[src/rtl/sevenseg_pkg.sv]
// Shared types and helpers for the multiplexed seven-segment driver.
//   SEG_W     : segments per digit (a..g)
//   seg_t     : one digit's segment pattern, bit0 = segment a, 1 = lit
//   apply_pol : converts a lit-high vector to pin polarity
package sevenseg_pkg;

  localparam int SEG_W = 7;

  // Widest vector apply_pol handles; callers zero-extend and truncate back.
  localparam int MAX_POL_W = 32;

  typedef logic [SEG_W-1:0] seg_t;

  // Lit-high in, pin level out: active-low pins get the bitwise inverse.
  function automatic logic [MAX_POL_W-1:0] apply_pol(input logic [MAX_POL_W-1:0] v,
                                                    input bit active_low);
    return active_low ? ~v : v;
  endfunction

endpackage

[src/rtl/sevenseg_mux_driver_if.sv]
// Bundle between display-formatting logic (master) and the scan driver (slave).
//   digit_segments : 7 bits per digit, digit i at [7i+6:7i], 1 = lit
//   digit_dp       : decimal point per digit, 1 = lit
//   digit_blank    : 1 = digit never driven
//   brightness     : 0 = off, all-ones = full
//   segments/dp    : segment pins, pin polarity
//   anodes         : digit selects, pin polarity
//   frame_start    : one-cycle pulse on the first output cycle of digit 0's slot
// Transfer contract: there is no valid/ready pair. The master holds the
// digit_* and brightness levels steady; the slave samples all of them together
// in the last cycle of each frame, so a value is accepted exactly when it is
// present in that cycle and is shown for the whole following frame.
// frame_start tells the master when a new frame has begun.
interface sevenseg_mux_driver_if #(
  parameter int NUM_DIGITS = 4,
  parameter int BRIGHT_W   = 4
);
  import sevenseg_pkg::*;

  logic [SEG_W*NUM_DIGITS-1:0] digit_segments;
  logic [NUM_DIGITS-1:0]       digit_dp;
  logic [NUM_DIGITS-1:0]       digit_blank;
  logic [BRIGHT_W-1:0]         brightness;
  seg_t                        segments;
  logic                        dp;
  logic [NUM_DIGITS-1:0]       anodes;
  logic                        frame_start;

  modport master (
    output digit_segments, digit_dp, digit_blank, brightness,
    input  segments, dp, anodes, frame_start
  );

  modport slave (
    input  digit_segments, digit_dp, digit_blank, brightness,
    output segments, dp, anodes, frame_start
  );

endinterface

[src/rtl/sevenseg_scan_timer.sv]
// Scan counter chain: sub (0..SUB_DIV-1) -> phase (0..2**BRIGHT_W-1)
// -> idx (0..NUM_DIGITS-1). Each stage wraps to 0 and carries into the next.
//   clk, rst     : clock, synchronous active-high reset (all counters to 0)
//   idx_o        : digit currently being scanned
//   phase_o      : brightness phase within the digit's slot
//   sub_zero_o   : sub counter is 0
//   frame_end_o  : all three counters at their maximum (last cycle of a frame)
module sevenseg_scan_timer #(
  parameter int NUM_DIGITS = 4,
  parameter int SUB_DIV    = 2,
  parameter int BRIGHT_W   = 4,
  localparam int IDX_W     = $clog2(NUM_DIGITS),
  localparam int SUB_W     = $clog2(SUB_DIV)
) (
  input  logic                clk,
  input  logic                rst,
  output logic [IDX_W-1:0]    idx_o,
  output logic [BRIGHT_W-1:0] phase_o,
  output logic                sub_zero_o,
  output logic                frame_end_o
);

  logic [SUB_W-1:0]    sub_q,   sub_d;
  logic [BRIGHT_W-1:0] phase_q, phase_d;
  logic [IDX_W-1:0]    idx_q,   idx_d;
  logic                sub_max, phase_max, idx_max;

  assign sub_max   = (sub_q == SUB_W'(SUB_DIV - 1));
  assign phase_max = &phase_q;
  assign idx_max   = (idx_q == IDX_W'(NUM_DIGITS - 1));

  always_comb begin
    sub_d   = sub_max ? '0 : sub_q + 1'b1;
    // phase spans a full power of two, so plain increment wraps correctly.
    phase_d = sub_max ? phase_q + 1'b1 : phase_q;
    idx_d   = idx_q;
    if (sub_max && phase_max) begin
      idx_d = idx_max ? '0 : idx_q + 1'b1;
    end
  end

  always_ff @(posedge clk) begin
    if (rst) begin
      sub_q   <= '0;
      phase_q <= '0;
      idx_q   <= '0;
    end else begin
      sub_q   <= sub_d;
      phase_q <= phase_d;
      idx_q   <= idx_d;
    end
  end

  assign idx_o       = idx_q;
  assign phase_o     = phase_q;
  assign sub_zero_o  = (sub_q == '0);
  assign frame_end_o = sub_max && phase_max && idx_max;

endmodule

[src/rtl/sevenseg_mux_driver.sv]
// N-digit multiplexed seven-segment driver with decimal points, per-digit
// blanking, frame-synchronous shadow loading, PWM brightness and a one-cycle
// anti-ghost dead time at the start of every digit slot.
//   clk, rst : clock, synchronous active-high reset
//   disp_if  : slave side of sevenseg_mux_driver_if (digit data in, pins out)
// All pin outputs are registered one cycle after the counter state they show.
module sevenseg_mux_driver
  import sevenseg_pkg::*;
#(
  parameter int NUM_DIGITS     = 4,
  parameter int SUB_DIV        = 2,
  parameter int BRIGHT_W       = 4,
  parameter int SEG_ACTIVE_LOW = 1,
  parameter int AN_ACTIVE_LOW  = 1,
  localparam int IDX_W         = $clog2(NUM_DIGITS)
) (
  input logic                   clk,
  input logic                   rst,
  sevenseg_mux_driver_if.slave  disp_if
);

  logic [IDX_W-1:0]    idx;
  logic [BRIGHT_W-1:0] phase;
  logic                sub_zero;
  logic                frame_end;

  sevenseg_scan_timer #(
    .NUM_DIGITS (NUM_DIGITS),
    .SUB_DIV    (SUB_DIV),
    .BRIGHT_W   (BRIGHT_W)
  ) u_timer (
    .clk         (clk),
    .rst         (rst),
    .idx_o       (idx),
    .phase_o     (phase),
    .sub_zero_o  (sub_zero),
    .frame_end_o (frame_end)
  );

  // Shadow copies: loaded only in the last cycle of a frame so a whole frame
  // is always drawn from one consistent snapshot. Reset gives a blank frame.
  logic [SEG_W*NUM_DIGITS-1:0] seg_sh_q;
  logic [NUM_DIGITS-1:0]       dp_sh_q;
  logic [NUM_DIGITS-1:0]       blank_sh_q;
  logic [BRIGHT_W-1:0]         bright_sh_q;

  always_ff @(posedge clk) begin
    if (rst) begin
      seg_sh_q    <= '0;
      dp_sh_q     <= '0;
      blank_sh_q  <= '0;
      bright_sh_q <= '0;
    end else if (frame_end) begin
      seg_sh_q    <= disp_if.digit_segments;
      dp_sh_q     <= disp_if.digit_dp;
      blank_sh_q  <= disp_if.digit_blank;
      bright_sh_q <= disp_if.brightness;
    end
  end

  // Active decode for the digit under scan.
  logic                  in_pwm, dead, active;
  seg_t                  seg_sel;
  seg_t                  seg_d;
  logic                  dp_d;
  logic [NUM_DIGITS-1:0] an_d;

  always_comb begin
    seg_sel = seg_sh_q[SEG_W*int'(idx) +: SEG_W];
    // Full brightness keeps the digit lit across every phase; otherwise lit
    // while phase is below the level.
    in_pwm  = (&bright_sh_q) || (phase < bright_sh_q);
    // First cycle of every slot is dark so the previous digit's segments do
    // not ghost onto the newly selected anode.
    dead    = (phase == '0) && sub_zero;
    active  = !blank_sh_q[idx] && in_pwm && !dead;

    seg_d = SEG_W'(apply_pol(MAX_POL_W'(active ? seg_sel : '0), SEG_ACTIVE_LOW != 0));
    dp_d  = 1'(apply_pol(MAX_POL_W'(active && dp_sh_q[idx]), SEG_ACTIVE_LOW != 0));
    an_d  = NUM_DIGITS'(apply_pol(MAX_POL_W'(active ? (NUM_DIGITS'(1) << idx) : '0),
                                  AN_ACTIVE_LOW != 0));
  end

  seg_t                  segments_q;
  logic                  dp_q;
  logic [NUM_DIGITS-1:0] anodes_q;
  logic                  start_pend_q;
  logic                  frame_start_q;

  always_ff @(posedge clk) begin
    if (rst) begin
      segments_q    <= SEG_W'(apply_pol('0, SEG_ACTIVE_LOW != 0));
      dp_q          <= 1'(apply_pol('0, SEG_ACTIVE_LOW != 0));
      anodes_q      <= NUM_DIGITS'(apply_pol('0, AN_ACTIVE_LOW != 0));
      start_pend_q  <= 1'b0;
      frame_start_q <= 1'b0;
    end else begin
      segments_q    <= seg_d;
      dp_q          <= dp_d;
      anodes_q      <= an_d;
      // frame_end -> counters at zero next cycle -> outputs show that state
      // one cycle later. Deriving the pulse from frame_end rather than from
      // the zero state keeps the dark post-reset frame from announcing itself.
      start_pend_q  <= frame_end;
      frame_start_q <= start_pend_q;
    end
  end

  assign disp_if.segments    = segments_q;
  assign disp_if.dp          = dp_q;
  assign disp_if.anodes      = anodes_q;
  assign disp_if.frame_start = frame_start_q;

endmodule
[src/flat_wrapper.sv]
// flat-port wrapper written by rule: the top's interface ports become plain ports
module sevenseg_mux_driver_flat import sevenseg_pkg::*;
#(
  parameter int NUM_DIGITS     = 4,
  parameter int SUB_DIV        = 2,
  parameter int BRIGHT_W       = 4,
  parameter int SEG_ACTIVE_LOW = 1,
  parameter int AN_ACTIVE_LOW  = 1,
  localparam int IDX_W         = $clog2(NUM_DIGITS)
)
  (clk, rst, disp_if_digit_segments, disp_if_digit_dp, disp_if_digit_blank, disp_if_brightness, disp_if_segments, disp_if_dp, disp_if_anodes, disp_if_frame_start);
  sevenseg_mux_driver_if #(.NUM_DIGITS(NUM_DIGITS), .BRIGHT_W(BRIGHT_W)) disp_if_i ();
  input logic clk;
  input logic rst;
  input wire logic [$bits(disp_if_i.digit_segments)-1:0] disp_if_digit_segments;
  input wire logic [$bits(disp_if_i.digit_dp)-1:0] disp_if_digit_dp;
  input wire logic [$bits(disp_if_i.digit_blank)-1:0] disp_if_digit_blank;
  input wire logic [$bits(disp_if_i.brightness)-1:0] disp_if_brightness;
  output wire logic [$bits(disp_if_i.segments)-1:0] disp_if_segments;
  output wire logic [$bits(disp_if_i.dp)-1:0] disp_if_dp;
  output wire logic [$bits(disp_if_i.anodes)-1:0] disp_if_anodes;
  output wire logic [$bits(disp_if_i.frame_start)-1:0] disp_if_frame_start;
  assign disp_if_i.digit_segments = disp_if_digit_segments;
  assign disp_if_i.digit_dp = disp_if_digit_dp;
  assign disp_if_i.digit_blank = disp_if_digit_blank;
  assign disp_if_i.brightness = disp_if_brightness;
  assign disp_if_segments = disp_if_i.segments;
  assign disp_if_dp = disp_if_i.dp;
  assign disp_if_anodes = disp_if_i.anodes;
  assign disp_if_frame_start = disp_if_i.frame_start;
  sevenseg_mux_driver #(.NUM_DIGITS(NUM_DIGITS), .SUB_DIV(SUB_DIV), .BRIGHT_W(BRIGHT_W), .SEG_ACTIVE_LOW(SEG_ACTIVE_LOW), .AN_ACTIVE_LOW(AN_ACTIVE_LOW)) u_core (.clk(clk), .rst(rst), .disp_if(disp_if_i));
endmodule
[config.mk]
export PLATFORM = sky130hd
export DESIGN_NAME = sevenseg_mux_driver_flat
export DESIGN_NICKNAME = d
export VERILOG_FILES = /design/src/rtl/sevenseg_pkg.sv /design/src/rtl/sevenseg_mux_driver_if.sv /design/src/rtl/sevenseg_scan_timer.sv /design/src/rtl/sevenseg_mux_driver.sv /design/src/flat_wrapper.sv
export SDC_FILE = /design/constraint.sdc
export NUM_CORES = 1
export LEC_CHECK = 0
export ABC_AREA = 1
export CORE_ASPECT_RATIO = 0.75
export CORE_MARGIN = 5
export CORE_UTILIZATION = 46
export DETAILED_ROUTE_END_ITERATION = 7
export PLACE_DENSITY = 0.8
export SLEW_MARGIN = 15
export SYNTH_ARGS = -nofsm -noshare
export SYNTH_HDL_FRONTEND = slang
export SYNTH_SLANG_ARGS = --single-unit
[constraint.sdc]
create_clock -name clk -period 1.3 [get_ports clk]
set_clock_uncertainty 0.05 [all_clocks]
set_input_delay 0.325 -clock clk [delete_from_list [all_inputs] [get_ports clk]]
set_output_delay 0.325 -clock clk [all_outputs]
set_load 0.05 [all_outputs]
* Word level (Yosys, flattened, before mapping)
Index checks and enable logic that the tools add are counted. W data, S select, Z words.
Word-level totals: word-level logic and storage cells 45, register bits after elaboration 61, output and inout bits 13
Cells by class: add/subtract/negate cells 3, shift operators 2, $mul 1, mux-type cells 7, eq/ne operators 1, reduce and logical (&&, ||, !) cells 13, bitwise gates (word level) 4, magnitude comparators 2
Operator list (number):
- $shiftx A28 B32 Y7 | 1
- $reduce_and A4 Y1 | 2
- $mux W7 | 1
- $not A7 Y7 | 1
- $logic_and A1 B1 Y1 | 6
- $mul A3 B2 Y5 const A | 1
- $add A4 B1 Y4 const B | 1
- $bmux W1 S2 | 2
- $logic_not A4 Y1 | 1
- $lt A4 B4 Y1 | 1
- $mux W4 | 1
- $not A4 Y4 | 1
- $shl A1 B2 Y4 const A | 1
- $lt A2 B3 Y1 const B | 1
- $add A2 B1 Y2 const B | 1
- $eq A2 B2 Y1 const B | 1
- $logic_not A1 Y1 | 2
- $mux W1 | 2
- $mux W2 | 1
- $not A1 Y1 | 2
- $reduce_or A2 Y1 | 1
- $add A1 B1 Y1 const B | 1
- $logic_or A1 B1 Y1 | 1

* Logic depth before layout (Yosys ltp)
Gate-level depths: netlist of run 1.
depth in word-level cells 7, gate-level depth with buffers 9, gate-level depth less buffers 8

* By module
From an unflattened synthesis of run 1, not the netlist that was laid out.
Unflattened totals: cell total of the unflattened synthesis 355, area total of the unflattened synthesis 2637.5 µm²
Modules (own cells, without submodules):
- sevenseg_mux_driver | cells an instance 310, sequential area each 1081.0 µm², area an instance 2313.5 µm², instances 1
- sevenseg_scan_timer | cells an instance 45, sequential area each 140.1 µm², area an instance 324.1 µm², instances 1

* Worst setup path before layout of run 1
No wires, ideal clock.
kind flip-flop to flip-flop, start register u_core.u_timer.idx_q[1] (netlist: u_core.u_timer.idx_o[1]), end register u_core.u_timer.idx_q[1] (netlist: u_core.u_timer.idx_o[1]), slack -107 ps, setup time 122 ps, stages on the path, launching flop included 6, data arrival time 1235 ps, period minus slack after synthesis 1407 ps, path through dfxtp_1 clkbuf_1 inv_2 ha_1 o21ai_0 a21oi_1
Between the ends: longest elaborated chain between the ends 2, elaborated cells on any way between the ends 3
RTL lines:
- start: declaration | RTL line sevenseg_scan_timer.sv:25 | logic [IDX_W-1:0] idx_q, idx_d;
- start signal: assignment | RTL line sevenseg_scan_timer.sv:50 | idx_q <= idx_d;
- $add A2 B1 Y2 / $eq A2 B2 Y1 (equally long branches) | RTL line sevenseg_scan_timer.sv:38, sevenseg_scan_timer.sv:30
- $mux W2 (*) | RTL line sevenseg_scan_timer.sv:38 | idx_d = idx_max ? '0 : idx_q + 1'b1;
Mark *: on every way between the ends. The rest lies on a longest branch, timed or not. A chain may end at the register's enable or synchronous reset.

* Final worst setup path of run 1
start register u_core.u_timer.phase_q[0] (netlist: u_core.u_timer.phase_o[0]), end register u_core.seg_sh_q[24]
Between the ends: longest elaborated chain between the ends 3
RTL lines:
- start: declaration | RTL line sevenseg_scan_timer.sv:24 | logic [BRIGHT_W-1:0] phase_q, phase_d;
- start signal: assignment | RTL line sevenseg_scan_timer.sv:49 | phase_q <= phase_d;
- $reduce_and A4 Y1 | RTL line sevenseg_scan_timer.sv:29 | assign phase_max = &phase_q;
- $logic_and A1 B1 Y1 (2 in a row) | RTL line sevenseg_scan_timer.sv:57 | assign frame_end_o = sub_max && phase_max && idx_max;
- end signal: assignment | RTL line sevenseg_mux_driver.sv:54 | seg_sh_q <= disp_if.digit_segments;
- end: declaration | RTL line sevenseg_mux_driver.sv:42 | logic [SEG_W*NUM_DIGITS-1:0] seg_sh_q;
No other way between the ends.

==> flow_metrics.tcl, run 1 <==
set metrics [dict create \
    violations "negative setup slack" \
    grt_max_degree 16 \
    diodes 0 \
    dr.pass1.iters 6 \
    clk_pin_slew_ns 0.07 \
    cts_tree "yes" \
    hold_ws_ns 0.361 \
    status "complete, but fails checks" \
    place.gp.congestion 0.866 \
    area_growth_pct 57.8 \
    ys_ff_latch 61 \
    tns_ns -8.08 \
    hold_path_class "reg2reg" \
    critPathMaxStageDelay_ns 0.37 \
    dp_slack_ns -0.252 \
    placeableCoreArea_um2 5440 \
    cap_violations 0 \
    yosys.area_share.simple_pct 26.9 \
    cts_buffers 9 \
    final_nets 504 \
    grt_pass1_vias 2662 \
    cp.required_ns 1.48 \
    drc 0 \
    power.density_nw_per_um2 913 \
    synth_top_area_cell "dfxtp_1" \
    viasPerCell 5.14 \
    critPathTopFamily "simple AND/OR/NAND/NOR gates" \
    synth_top_family_by_area "simple AND/OR/NAND/NOR gates" \
    finalPower_mw 3.79 \
    drt_iter0_markers 229 \
    syn_area_per_cell_um2 7.21 \
    grt.overflow.total 0 \
    hold_violations 0 \
    cts_sinks 61 \
    grt_pass1_wl_um 12500 \
    die_x_um 97.3 \
    synth.area.mux_share_pct 0 \
    rsz0062_at_grt "true" \
    drtAntennaViolNets 0 \
    clk_latency_ns 0.35 \
    arrival_ns 1.67 \
    grt_use_total_pct 21.9 \
    post_dp_cell_area_um2 3600 \
    crit_buf_inv 2 \
    ys_seq_area_share_pct 46.4 \
    vias 2734 \
    finalSetupViolCount 56 \
    synth_area_um2 2630 \
    drv_slew 0 \
    cp-start-kind "flip-flop" \
    synth_adder_area_share_pct 4.28 \
    slowest_stage "dfxtp_2" \
    htree_levels 3 \
    clockRootBuffer "clkbuf_8" \
    io_buffers 54 \
    worst_pin_slew_ns 0.285 \
    fin_util_pct 76.3 \
    final_cell_count_no_fill 532 \
    drive_gt1_share_pct 27.6 \
    vdd_drop_max_uv 619 \
    cts_buffer_depth 2 \
    crit_fanout 6 \
    synth_compound_area_share_pct 10.3 \
    slew_headroom_pct 81.0 \
    yosys_warnings 0 \
    syn_inst 365 \
    hpwl_um 4930 \
    start_util_pct 48.4 \
    endpoint_kind "flip-flop" \
    rows 23 \
    synth_xor_area_share_pct 0.333 \
    period_share_pct 115 \
    antenna_found_initial 0 \
    ys_top_cells_by_area "dfxtp_1, nand2_1, nor2_1" \
    dieArea_um2 7350 \
    ios 55 \
    crit_top_cell "nand2_4" \
    synth_top_area_share_pct 46.4 \
    period_minus_slack_ns 1.49 \
    leakage_nw 1.67 \
    fmaxAchievable_mhz 670 \
    hold_buffers 0 \
    yosysUniqueCellTypes 23 \
    placedCellCount 505 \
    path_cells "ha_4, nand3_4, nor2_4, buf_4, nand2_4, nand2_4, buf_6, o21ai_0" \
    die_h_um 75.5 \
    synth_nets 416 \
    wl_per_cell_um 16.2 \
    drt_wl_total_um 8600 \
    setup_slack_ns -0.194 \
    nFillCells 336 \
    criticalPathCategory "reg2reg" \
    fin_area_um2 4150 \
]
## synth_stat cells (all sizes together)
cell type  count
ha             9
clkinv         1
inv           52
buf           13
nand4          3
o21ai         39
clkbuf         6
nand3         33
a21oi         15
nand2         68
dfxtp         61
nor3           1
xor2           1
nor2          63
## final timing paths
check,start,endpoint,slack (ns),cells after the start
hold reg to reg,u_core.start_pend_q,u_core.disp_if.frame_start,0.36,2
hold / removal,u_core.start_pend_q,u_core.disp_if.frame_start,0.36,2
setup reg to reg,u_core.u_timer.phase_o[0],u_core.seg_sh_q[24],-0.19,8
setup / recovery,u_core.u_timer.phase_o[0],u_core.seg_sh_q[24],-0.19,8
## cells by family after synthesis
family / count (synthesis)
adder cells (fa/ha/maj): 9
buffers and inverters: 72
flip-flops: 61
AND/OR/NAND/NOR: 168
AO/OA/AOI/OAI: 54
XOR/XNOR: 1
## area by class of cell
cell class / count / area [um^2] / area share [%]
multi-input cells: 233 / 1320 / 31.9
flip-flops and latches: 61 / 1230 / 29.6
repair buffers: 95 / 1140 / 27.5
inverters: 53 / 206 / 4.97
clock buffers: 13 / 149 / 3.59
well taps: 75 / 93.8 / 2.26
clock inverters: 2 / 10.0 / 0.241
## state kept, by name, summed over array words and instances (netlist names), 2 cells and up
name and flops:
u_core.blank_sh_q 4, u_core.bright_sh_q 4, u_core.disp_if.anodes 4, u_core.disp_if.segments 7, u_core.dp_sh_q 4, u_core.seg_sh_q 28
u_core.u_timer.idx_o 2, u_core.u_timer.phase_o 4
## cell usage in the layout (no fill, tap or decap), types with 5 or more instances in the layout
cell type        instances
nand2_1                 59
nor2_1                  55
dfxtp_1                 55
inv_1                   48
clkdlybuf4s50_1         41
buf_4                   24
nand3_1                 20
buf_12                  19
o21ai_1                 15
a21oi_1                 14
o21ai_2                 12
o21ai_0                 12
nand3_2                 12
clkbuf_8                10
buf_6                    8
nand2_2                  6
dfxtp_2                  6
nor2_2                   5
ha_1                     5
## worst register-to-register path, stage by stage, from the launching register on
cell and delay (ns):
dfxtp_2 0.37, ha_4 0.16, nand3_4 0.08, nor2_4 0.17
buf_4 0.15, nand2_4 0.08, nand2_4 0.09, buf_6 0.14
o21ai_0 0.08
## layer usage
metal | up-vias | track usage [%] | routed length, um
met2 | 140 | 39.2 | 4190
li1 | 1310 | - | -
met4 | 0 | 7.53 | 281
met3 | 27 | 7.59 | 658
met5 | - | 0 | 0
met1 | 1257 | 25.1 | 3470
## repair_timing
action / 4_1_cts / 5_1_grt
cloned: 5 / 1
resized for setup: 50 / 35
setup endpoints to repair: 54 / 56
pin swaps: 7 / 26
buffers inserted: 6 / 3
## power by group
group | switching [mW] | internal (mW) | leakage [nW]
sequential | 0.0135 | 1.88 | 0.495
clock | 0.715 | 0.729 | 0.0833
combinational | 0.200 | 0.253 | 1.09
No activity file was read; power rests on OpenSTA's default activity.
==> run 2, diff against run 1 <==
--- a/config.mk
+++ b/config.mk
@@ -6,11 +6,13 @@
 export NUM_CORES = 1
 export LEC_CHECK = 0
 export ABC_AREA = 1
+export CELL_PAD_IN_SITES_DETAIL_PLACEMENT = 1
+export CELL_PAD_IN_SITES_GLOBAL_PLACEMENT = 1
 export CORE_ASPECT_RATIO = 0.75
 export CORE_MARGIN = 5
-export CORE_UTILIZATION = 46
+export CORE_UTILIZATION = 32
 export DETAILED_ROUTE_END_ITERATION = 7
-export PLACE_DENSITY = 0.8
+export PLACE_DENSITY = 0.78
 export SLEW_MARGIN = 15
 export SYNTH_ARGS = -nofsm -noshare
 export SYNTH_HDL_FRONTEND = slang
==> flow_metrics.tcl, run 2 (synthesized netlist as in run 1, its figures left out) <==
set metrics [dict create \
    grt_use_total_pct 17.6 \
    cts_tree "yes" \
    dr.pass1.iters 4 \
    hold_path_class "reg2reg" \
    layout_common_cells "nand2_1, nor2_1, dfxtp_1, inv_1, clkdlybuf4s50_1" \
    antenna_found_initial 0 \
    largest-register "u_core.seg_sh_q" \
    wl_per_cell_um 15.9 \
    hold_ws_ns 0.398 \
    pwr-share-seq_pct 44.7 \
    vias 2628 \
    dieArea_um2 10200 \
    drv_slew 0 \
    cts_buffer_depth 2 \
    grt_pass1_vias 2847 \
    crit_fanout 5 \
    nFillCells 954 \
    r2r_cells 8 \
    io_buffers 54 \
    endpoint_kind "flip-flop" \
    swShare_pct 22.7 \
    place.gp.congestion 0.822 \
    use_met3_pct 3.83 \
    period_minus_slack_ns 1.47 \
    cp.required_ns 1.49 \
    violations "negative setup slack" \
    drt_iter0_markers 89 \
    diodes 0 \
    ios 55 \
    grt_pass1_wl_um 13900 \
    clk_latency_ns 0.34 \
    drtAntennaViolNets 0 \
    rsz0062_at_grt "true" \
    placeableCoreArea_um2 7950 \
    cts_buffers 9 \
    grt_util_met1_pct 21.8 \
    clockRootBuffer "clkbuf_8" \
    clk_pin_slew_ns 0.07 \
    grt_max_degree 27 \
    power.share.combinational_pct 10.1 \
    p_int_mw 3.27 \
    cp-endpoint "u_core.bright_sh_q[0]" \
    finalSetupViolCount 53 \
    cp-startpoint "u_core.u_timer.phase_o[1]" \
    rrSetupSlack_ns -0.17 \
    final_nets 503 \
    power.density_nw_per_um2 1010 \
    fmaxAchievable_mhz 680 \
    hpwl_um 6120 \
    status "complete, but fails checks" \
    setup_slack_ns -0.172 \
    leakage_nw 1.66 \
    viasPerCell 4.68 \
    critPathTopFamily "simple AND/OR/NAND/NOR gates" \
    tns_ns -5.22 \
    slowest_stage "dfxtp_4" \
    criticalPathCategory "reg2reg" \
    hold_violations 0 \
    r2r_end "u_core.bright_sh_q[0]" \
    critPathMaxStageDelay_ns 0.37 \
    grt.overflow.total 0 \
    final_cell_count_no_fill 562 \
    slew_headroom_pct 76.9 \
    grt_busiest_layer "met2" \
    vdd_drop_max_uv 434 \
    path_cells "ha_4, nand3_4, nor2_4, nand2_2, buf_4, buf_4, nand3_1, nand2_1" \
    cts_sinks 61 \
    final_common_cell "nand2_1" \
    placedCellCount 535 \
    die_x_um 115 \
    area_growth_pct 59.5 \
    switchingPower_mw 0.959 \
    period_share_pct 113 \
    power_frac_clock_pct 45.2 \
    die_h_um 88.5 \
    fin_util_pct 52.8 \
    hold_path_startpoint "u_core.start_pend_q" \
    drive_gt1_share_pct 25.2 \
    largest_reg_flops 28 \
    drc 0 \
    crit_top_cell "buf_4" \
    start_util_pct 33.1 \
    cp-start-kind "flip-flop" \
    arrival_ns 1.67 \
    htree_levels 3 \
    rows 28 \
    crit_buf_inv 2 \
    cap_violations 0 \
    met2_usage_pct 31.2 \
    drt_wl_total_um 8920 \
    cp_num_cells 8 \
    reg2reg_from "u_core.u_timer.phase_o[1]" \
    worst_pin_slew_ns 0.346 \
    dp_slack_ns -0.322 \
]
[run 2: changes by cell type in the layout (fill, tap and decap cells not counted), sizes merged]
cell / change
clkbuf: +1
buf: -1
clkinv: -2
bufinv: +1
clkinvlp: +1
[run 2: timing repair]
item,in CTS,in global routing
setup buffers,6,1
hold buffers,0,0
endpoints found under the hold margin,0,0
resized for setup,48,20
cloned,3,1
pin swaps,5,2
endpoints found under the setup margin,54,56
[run 2: per-layer routing]
layer | vias up | wire [um]
li1 | 1313 | -
met1 | 1242 | 4000
met2 | 61 | 4410
met3 | 12 | 373
met4 | 0 | 137
met5 | - | 0
[run 2: worst min path at each step]
stage | end | slack [ns] | cells after the start
5_1_grt | u_core.disp_if.frame_start | 0.41 | 2
4_1_cts | u_core.disp_if.frame_start | 0.38 | 2
3_5_place_dp | u_core.disp_if.frame_start | 0.36 | 2
6_report | u_core.disp_if.frame_start | 0.40 | 2
2_1_floorplan | u_core.disp_if.frame_start | 0.34 | 2
3_3_place_gp | u_core.disp_if.frame_start | 0.35 | 2
[run 2: area by class of cell]
class                   instances  area (um^2)  area share (%)
flip-flops and latches         61         1230            29.4
clock inverters                 2         37.5           0.894
multi-input cells             233         1290            30.8
well taps                     105          131            3.13
inverters                      53          203            4.83
clock buffers                  14          193            4.59
repair buffers                 94         1110            26.4
[run 2: power groups by stage]
| stage | Sequential, mW | Clock [mW] | Combinational (mW) |
|---|---|---|---|
| 6_report | 1.89 | 1.91 | 0.427 |
| 5_1_grt | 1.89 | 2.02 | 0.456 |
| 4_1_cts | 1.89 | 1.93 | 0.397 |
| 3_5_place_dp | 1.93 | 0 | 0.326 |
| 3_3_place_gp | 1.93 | 0 | 0.318 |
| 2_1_floorplan | 1.94 | 0 | 0.102 |
[run 2: worst min-delay path, stage by stage (launching register included)]
cell	delay, ns
dfxtp_1	0.31
inv_1	0.05
nor2_1	0.04
[run 2: metrics by stage]
stage          instance area, um^2  total power, mW
6_report                      4200             4.23
5_1_grt                       4200             4.37
4_1_cts                       4090             4.22
3_5_place_dp                  3650             2.26
3_3_place_gp                  3650             2.25
2_1_floorplan                 2660             2.04
